===== src/rtl/req_ack_window_pkg.sv =====
// req_ack_window_pkg: shared FSM state type, default window bounds, wrap-safe age helper
package req_ack_window_pkg;
  typedef enum logic [1:0] {IDLE, HOLD, WINDOW} state_e;
  localparam int MIN_DLY_DEF = 1;
  localparam int MAX_DLY_DEF = 5;
  localparam int TS_MAX_W = 16;
  function automatic logic [TS_MAX_W-1:0] age_f(input logic [TS_MAX_W-1:0] now, input logic [TS_MAX_W-1:0] ts, input int w);
    return (now - ts) & ({TS_MAX_W{1'b1}} >> (TS_MAX_W - w));
  endfunction
endpackage


===== src/rtl/req_ack_window_ctrl_ts_fifo.sv =====
// req_ack_window_ctrl_ts_fifo: DEPTH x W timestamp circular buffer (push/pop, head/next-head, count, full/empty)
module req_ack_window_ctrl_ts_fifo #(
  parameter int DEPTH = 8,
  parameter int W = 4
) (
  input  logic                       clk,
  input  logic                       rst_n,
  input  logic                       push,
  input  logic                       pop,
  input  logic [W-1:0]               din,
  output logic [W-1:0]               head,
  output logic [W-1:0]               nxt,
  output logic [$clog2(DEPTH+1)-1:0] count,
  output logic                       full,
  output logic                       empty
);
  localparam int CW = $clog2(DEPTH+1);
  localparam int AW = DEPTH > 1 ? $clog2(DEPTH) : 1;
  logic [W-1:0] mem [DEPTH];
  logic [AW-1:0] rd, wr, rd_inc, wr_inc;
  assign rd_inc = (rd == AW'(DEPTH-1)) ? '0 : rd + 1'b1;
  assign wr_inc = (wr == AW'(DEPTH-1)) ? '0 : wr + 1'b1;
  assign head = mem[rd];
  assign nxt = mem[rd_inc];
  assign full = count == CW'(DEPTH);
  assign empty = count == '0;
  always_ff @(posedge clk or negedge rst_n)
    if (!rst_n) begin
      rd <= '0;
      wr <= '0;
      count <= '0;
    end else begin
      rd <= pop ? rd_inc : rd;
      wr <= push ? wr_inc : wr;
      count <= count + CW'(push) - CW'(pop);
    end
  always_ff @(posedge clk)
    if (push) mem[wr] <= din;
endmodule


===== src/rtl/req_ack_window_ctrl.sv =====
// req_ack_window_ctrl: acks each captured req once, MIN_DLY..MAX_DLY cycles after capture (forced at MAX_DLY)
module req_ack_window_ctrl
  import req_ack_window_pkg::*;
#(
  parameter int MIN_DLY = MIN_DLY_DEF,
  parameter int MAX_DLY = MAX_DLY_DEF,
  parameter int DEPTH = 8,
  parameter int TS_W = $clog2(MAX_DLY+1)+1
) (
  input  logic                       clk,
  input  logic                       rst_n,
  input  logic                       req,
  input  logic                       ack_rdy,
  output logic                       ack,
  output logic                       forced,
  output logic [$clog2(DEPTH+1)-1:0] pending,
  output logic                       full,
  output logic                       overflow,
  input  logic                       ovf_clr
);
  localparam int CW = $clog2(DEPTH+1);
  state_e state, state_d;
  logic [TS_W-1:0] now, head_ts, nxt_ts, ts_d, age, age_d;
  logic empty, push, pop, drop, busy_d;
  req_ack_window_ctrl_ts_fifo #(.DEPTH(DEPTH), .W(TS_W)) u_fifo (
    .clk(clk), .rst_n(rst_n), .push(push), .pop(pop), .din(now),
    .head(head_ts), .nxt(nxt_ts), .count(pending), .full(full), .empty(empty)
  );
  assign age = TS_W'(age_f(TS_MAX_W'(now), TS_MAX_W'(head_ts), TS_W));
  assign ack = state == WINDOW && (ack_rdy || age == TS_W'(MAX_DLY));
  assign forced = ack && !ack_rdy;
  assign pop = ack;
  assign push = req && (!full || pop);
  assign drop = req && full && !pop;
  // State is registered, so derive it from the head that will be present after this edge and its age then.
  always_comb begin
    ts_d = pop ? (pending > CW'(1) ? nxt_ts : now) : (empty ? now : head_ts);
    busy_d = pop ? (pending > CW'(1) || push) : (!empty || push);
    age_d = TS_W'(age_f(TS_MAX_W'(now + 1'b1), TS_MAX_W'(ts_d), TS_W));
    state_d = !busy_d ? IDLE : (age_d < TS_W'(MIN_DLY) ? HOLD : WINDOW);
  end
  always_ff @(posedge clk or negedge rst_n)
    if (!rst_n) begin
      now <= '0;
      state <= IDLE;
      overflow <= 1'b0;
    end else begin
      now <= now + 1'b1;
      state <= state_d;
      overflow <= drop || (overflow && !ovf_clr);
    end
`ifdef REQ_ACK_WINDOW_SVA_EN
  a_latency: assert property (@(posedge clk) disable iff (!rst_n) req && !full |-> ##[MIN_DLY:MAX_DLY] ack);
  a_ack_state: assert property (@(posedge clk) disable iff (!rst_n) !(ack && state != WINDOW));
  a_no_ovf: assert property (@(posedge clk) disable iff (!rst_n) !$rose(overflow));
  a_pending: assert property (@(posedge clk) disable iff (!rst_n) pending <= CW'(DEPTH));
`else
`endif
endmodule


===== config.mk =====
export PLATFORM = sky130hd
export DESIGN_NAME = req_ack_window_ctrl
export DESIGN_NICKNAME = d
export VERILOG_FILES = /design/src/rtl/req_ack_window_pkg.sv /design/src/rtl/req_ack_window_ctrl_ts_fifo.sv /design/src/rtl/req_ack_window_ctrl.sv
export SDC_FILE = /design/constraint.sdc
export NUM_CORES = 1
export LEC_CHECK = 0
export ABC_AREA = 1
export BUFFER_PORTS_ARGS = -buffer_cell sky130_fd_sc_hd__buf_2
export CORE_MARGIN = 2
export CORE_UTILIZATION = 26
export CTS_BUF_LIST = sky130_fd_sc_hd__clkbuf_8
export DETAILED_ROUTE_END_ITERATION = 6
export GPL_ROUTABILITY_DRIVEN = 0
export PLACE_DENSITY = 0.39
export SLEW_MARGIN = 20
export SYNTH_ARGS = -nofsm -noshare
export SYNTH_HDL_FRONTEND = slang
export SYNTH_SLANG_ARGS = --single-unit

===== constraint.sdc =====
create_clock -name clk -period 11 [get_ports clk]
set_input_delay 0.55 -clock clk [delete_from_list [all_inputs] [get_ports clk]]
set_output_delay 0.55 -clock clk [all_outputs]
set_load 0.02 [all_outputs]

==> reports/results.ini <==
[status]
status = complete, no violations

[synthesis]
synth_cells = 322
synth_cell_types = 30
synthSimpleGateAreaFrac_pct = 19.4
yosys.area.top_type = edfxtp_1
syn_nets = 348
synthAdderAreaFrac_pct = 9.94
synth_seq_area_share_pct = 48.3
synth-compound-area-share_pct = 11.8
syn_area_per_cell_sq_um = 8.91
netlist_area_sq_um = 2870
synth_mux_area_share_pct = 0
synth_top_area_share_pct = 33.5
synth_top_family_by_area = simple AND/OR/NAND/NOR gates
synth_area_leaders = edfxtp_1 (33%), dfrtp_1 (15%), ha_1 (7.8%)
ys.warnings.count = 0
ys_ff_latch = 49
synthXorXnorAreaFrac_pct = 1.83

[flow_run]
drv_cap = 0

[clock_network]
cts_resized = 0
cts_tree = built
hold_buffers = 0
cts.reportedPaths.clkPinSlew_ns = 0.10
numCtsBuffers = 5
cts_sinks = 49
root_buffer = clkbuf_8
clkLatencyLatePin_ns = 0.31
postCtsSetupRepairBufs = 0
cts.htree.levels = 2
cts_buffer_depth = 2

[cells_and_area]
layout.nets = 359
area_growth_pct = 9.24
final_area_sq_um = 3140
multi_input_area_sq_um = 1230
fin_cells = 474
nFillCells = 1128
diodes = 0
drive_gt1_share_pct = 9.28
regArea_sq_um = 1390

[power_and_ir_drop]
p_switching_uw = 443
intPower_uw = 474
combPwrFrac_pct = 58.6
p_sw_share_pct = 48.3
power_frac_clock_pct = 11.5
power_density_nw_per_um2 = 292
p_leak_uw = 0.00136
irDropWorstVdd_uv = 78.9
p_total_uw = 917
pwr-share-seq_pct = 29.9

[grt]
grt_util_all_layers_pct = 13.0
antenna_found_initial = 0
grt_pass1_vias = 2206
grt_pass1_wl_um = 11700
grt_max_degree = 20
grt.overflow.total = 0

[worst_hold_path]
hold_class = in -> async

[routing]
first_iter_violations = 119
ant_nets = 0
drtPass1Iterations = 4
drt-wirelength-per-cell_um = 14.8
vias = 2189
drc = 0
wl_um = 7000
viasPerCell = 4.62

[worst_setup_path]
required_ns = 11.22
path_max_fanout = 19
cp-end-kind = flop
path_class = reg -> reg
crit_path_start_kind = flop
arrival_ns = 4.90
reg2reg_setup_slack_ns = 6.31

[timing]
drv_slew = 0
clock_skew_ns = 0.0144
max_freq_mhz = 213
final.period_utilization_pct = 42.6
fin_setup_tns_ns = 0
relSlewSlack_pct = 56.1
rsz0062_at_grt = false
period_needed_ns = 4.69
setup_viol = 0
worstMarginPinSlew_ns = 0.659
hold_viol_final = 0

[floorplanning]
num_rows = 38
start_util_pct = 26.6
die_h_um = 109
die_w_um = 109
num_io_pins = 13
fp.dieArea_sq_um = 11900
fp.coreArea_sq_um = 10800

[place]
placedCellCount = 466
port_buffers = 12
place_area_sq_um = 3050
dp_hpwl_um = 5250

## area by class of cell
class | instances | area share, %
Multi-Input combinational cell | 217 | 39.4
Tap cell | 140 | 5.59
Sequential cell | 49 | 44.2
Inverter | 48 | 6.23
Timing Repair Buffer | 12 | 1.92
Clock buffer | 5 | 2.19
Clock inverter | 3 | 0.479
## metal layers
layer / part of all wire [%] / routed length (um) / global-route usage (%) / vias to the layer above
met5: 0 / 0 / 0 / -
met4: 0.76 / 53 / 3.57 / 0
met3: 6.0 / 423 / 2.63 / 4
met2: 44 / 3100 / 19.9 / 58
met1: 49 / 3420 / 18.6 / 1030
li1: - / - / - / 1097
## cells by family (layout without fill, tap and decap cells)
family	after synthesis	count (layout)
xor+xnor	6	6
compound gates	61	61
fa+ha+maj	21	21
buf+inv	56	68
simple gates	129	129
flops	49	49
## cells in the final DEF, fill, tap and decap left out, drive strengths merged, types with 5 or more instances in the layout
master	count
a21oi	8
buf	12
clkbuf	5
dfrtp	17
edfxtp	32
ha	18
inv	49
nand2	60
nand3	30
nor2	38
o21ai	37
o22ai	7
## worst max-delay path: stages, from the launching register on
cell	delay (ns)
dfrtp_1	0.78
inv_6	0.14
o21ai_0	0.20
o22ai_1	0.09
o21ai_0	0.45
fa_1	0.50
nor2_1	0.11
o21ai_0	0.08
a21oi_1	0.16
nand3_2	0.10
nand2_2	0.08
nand2_2	0.19
clkinv_4	0.14
nor2_1	0.04
a31oi_1	0.15
ha_1	0.25
inv_1	0.06
ha_1	0.13
inv_1	0.04
fa_1	0.38
xnor2_1	0.20
inv_1	0.05
nand3_1	0.07
nand3_1	0.09
nand2_1	0.07
inv_1	0.03
## synth_stat cells, drive strengths merged
cell type / count
nand2: 60
inv: 47
nor2: 38
o21ai: 37
edfxtp: 32
nand3: 30
ha: 18
dfrtp: 17
a21oi: 8
buf: 7
o22ai: 7
o211ai: 4
xnor2: 4
a31oi: 3
fa: 3
o221ai: 2
xor2: 2
clkbuf: 1
clkinv: 1
nor3b: 1
## registers in the layout, indices dropped and copies added, names as in the netlist
register / count
u_fifo.rd: 3
u_fifo.count: 4
overflow: 1
u_fifo.wr: 3
u_fifo.mem: 32
state: 2
now: 4
## power groups by stage
stage / Clock [uW] / Sequential [uW] / Combinational [uW]
after floorplan: 0 / 268 / 420
after global placement: 0 / 279 / 538
after detailed placement: 0 / 279 / 540
after CTS: 109 / 275 / 544
after global routing: 117 / 281 / 628
final: 106 / 274 / 537
## worst paths after layout
path,to,start,cells after the start
max,state[1]$_DFF_PN0_,u_fifo.rd[0]$_DFFE_PN0N_,25
min,state[1]$_DFF_PN0_,rst_n,1
max reg2reg,state[1]$_DFF_PN0_,u_fifo.rd[0]$_DFFE_PN0N_,25
min reg2reg,overflow$_DFF_PN0_,overflow$_DFF_PN0_,2
max in group asynchronous,u_fifo.count[2]$_DFF_PN0_,rst_n,1
min in group clk,overflow$_DFF_PN0_,ovf_clr,2
## through the flow
stage	setup WS, ns	util, %	hold slack (ns)
global placement	6.39	28.3	0.520
detailed placement	6.32	28.3	0.526
global route	5.81	29.1	0.190
floorplan	6.95	-	0.254
CTS	6.30	29.1	0.184
finish	6.31	29.1	0.164
No activity file was read; power rests on OpenSTA's default activity.
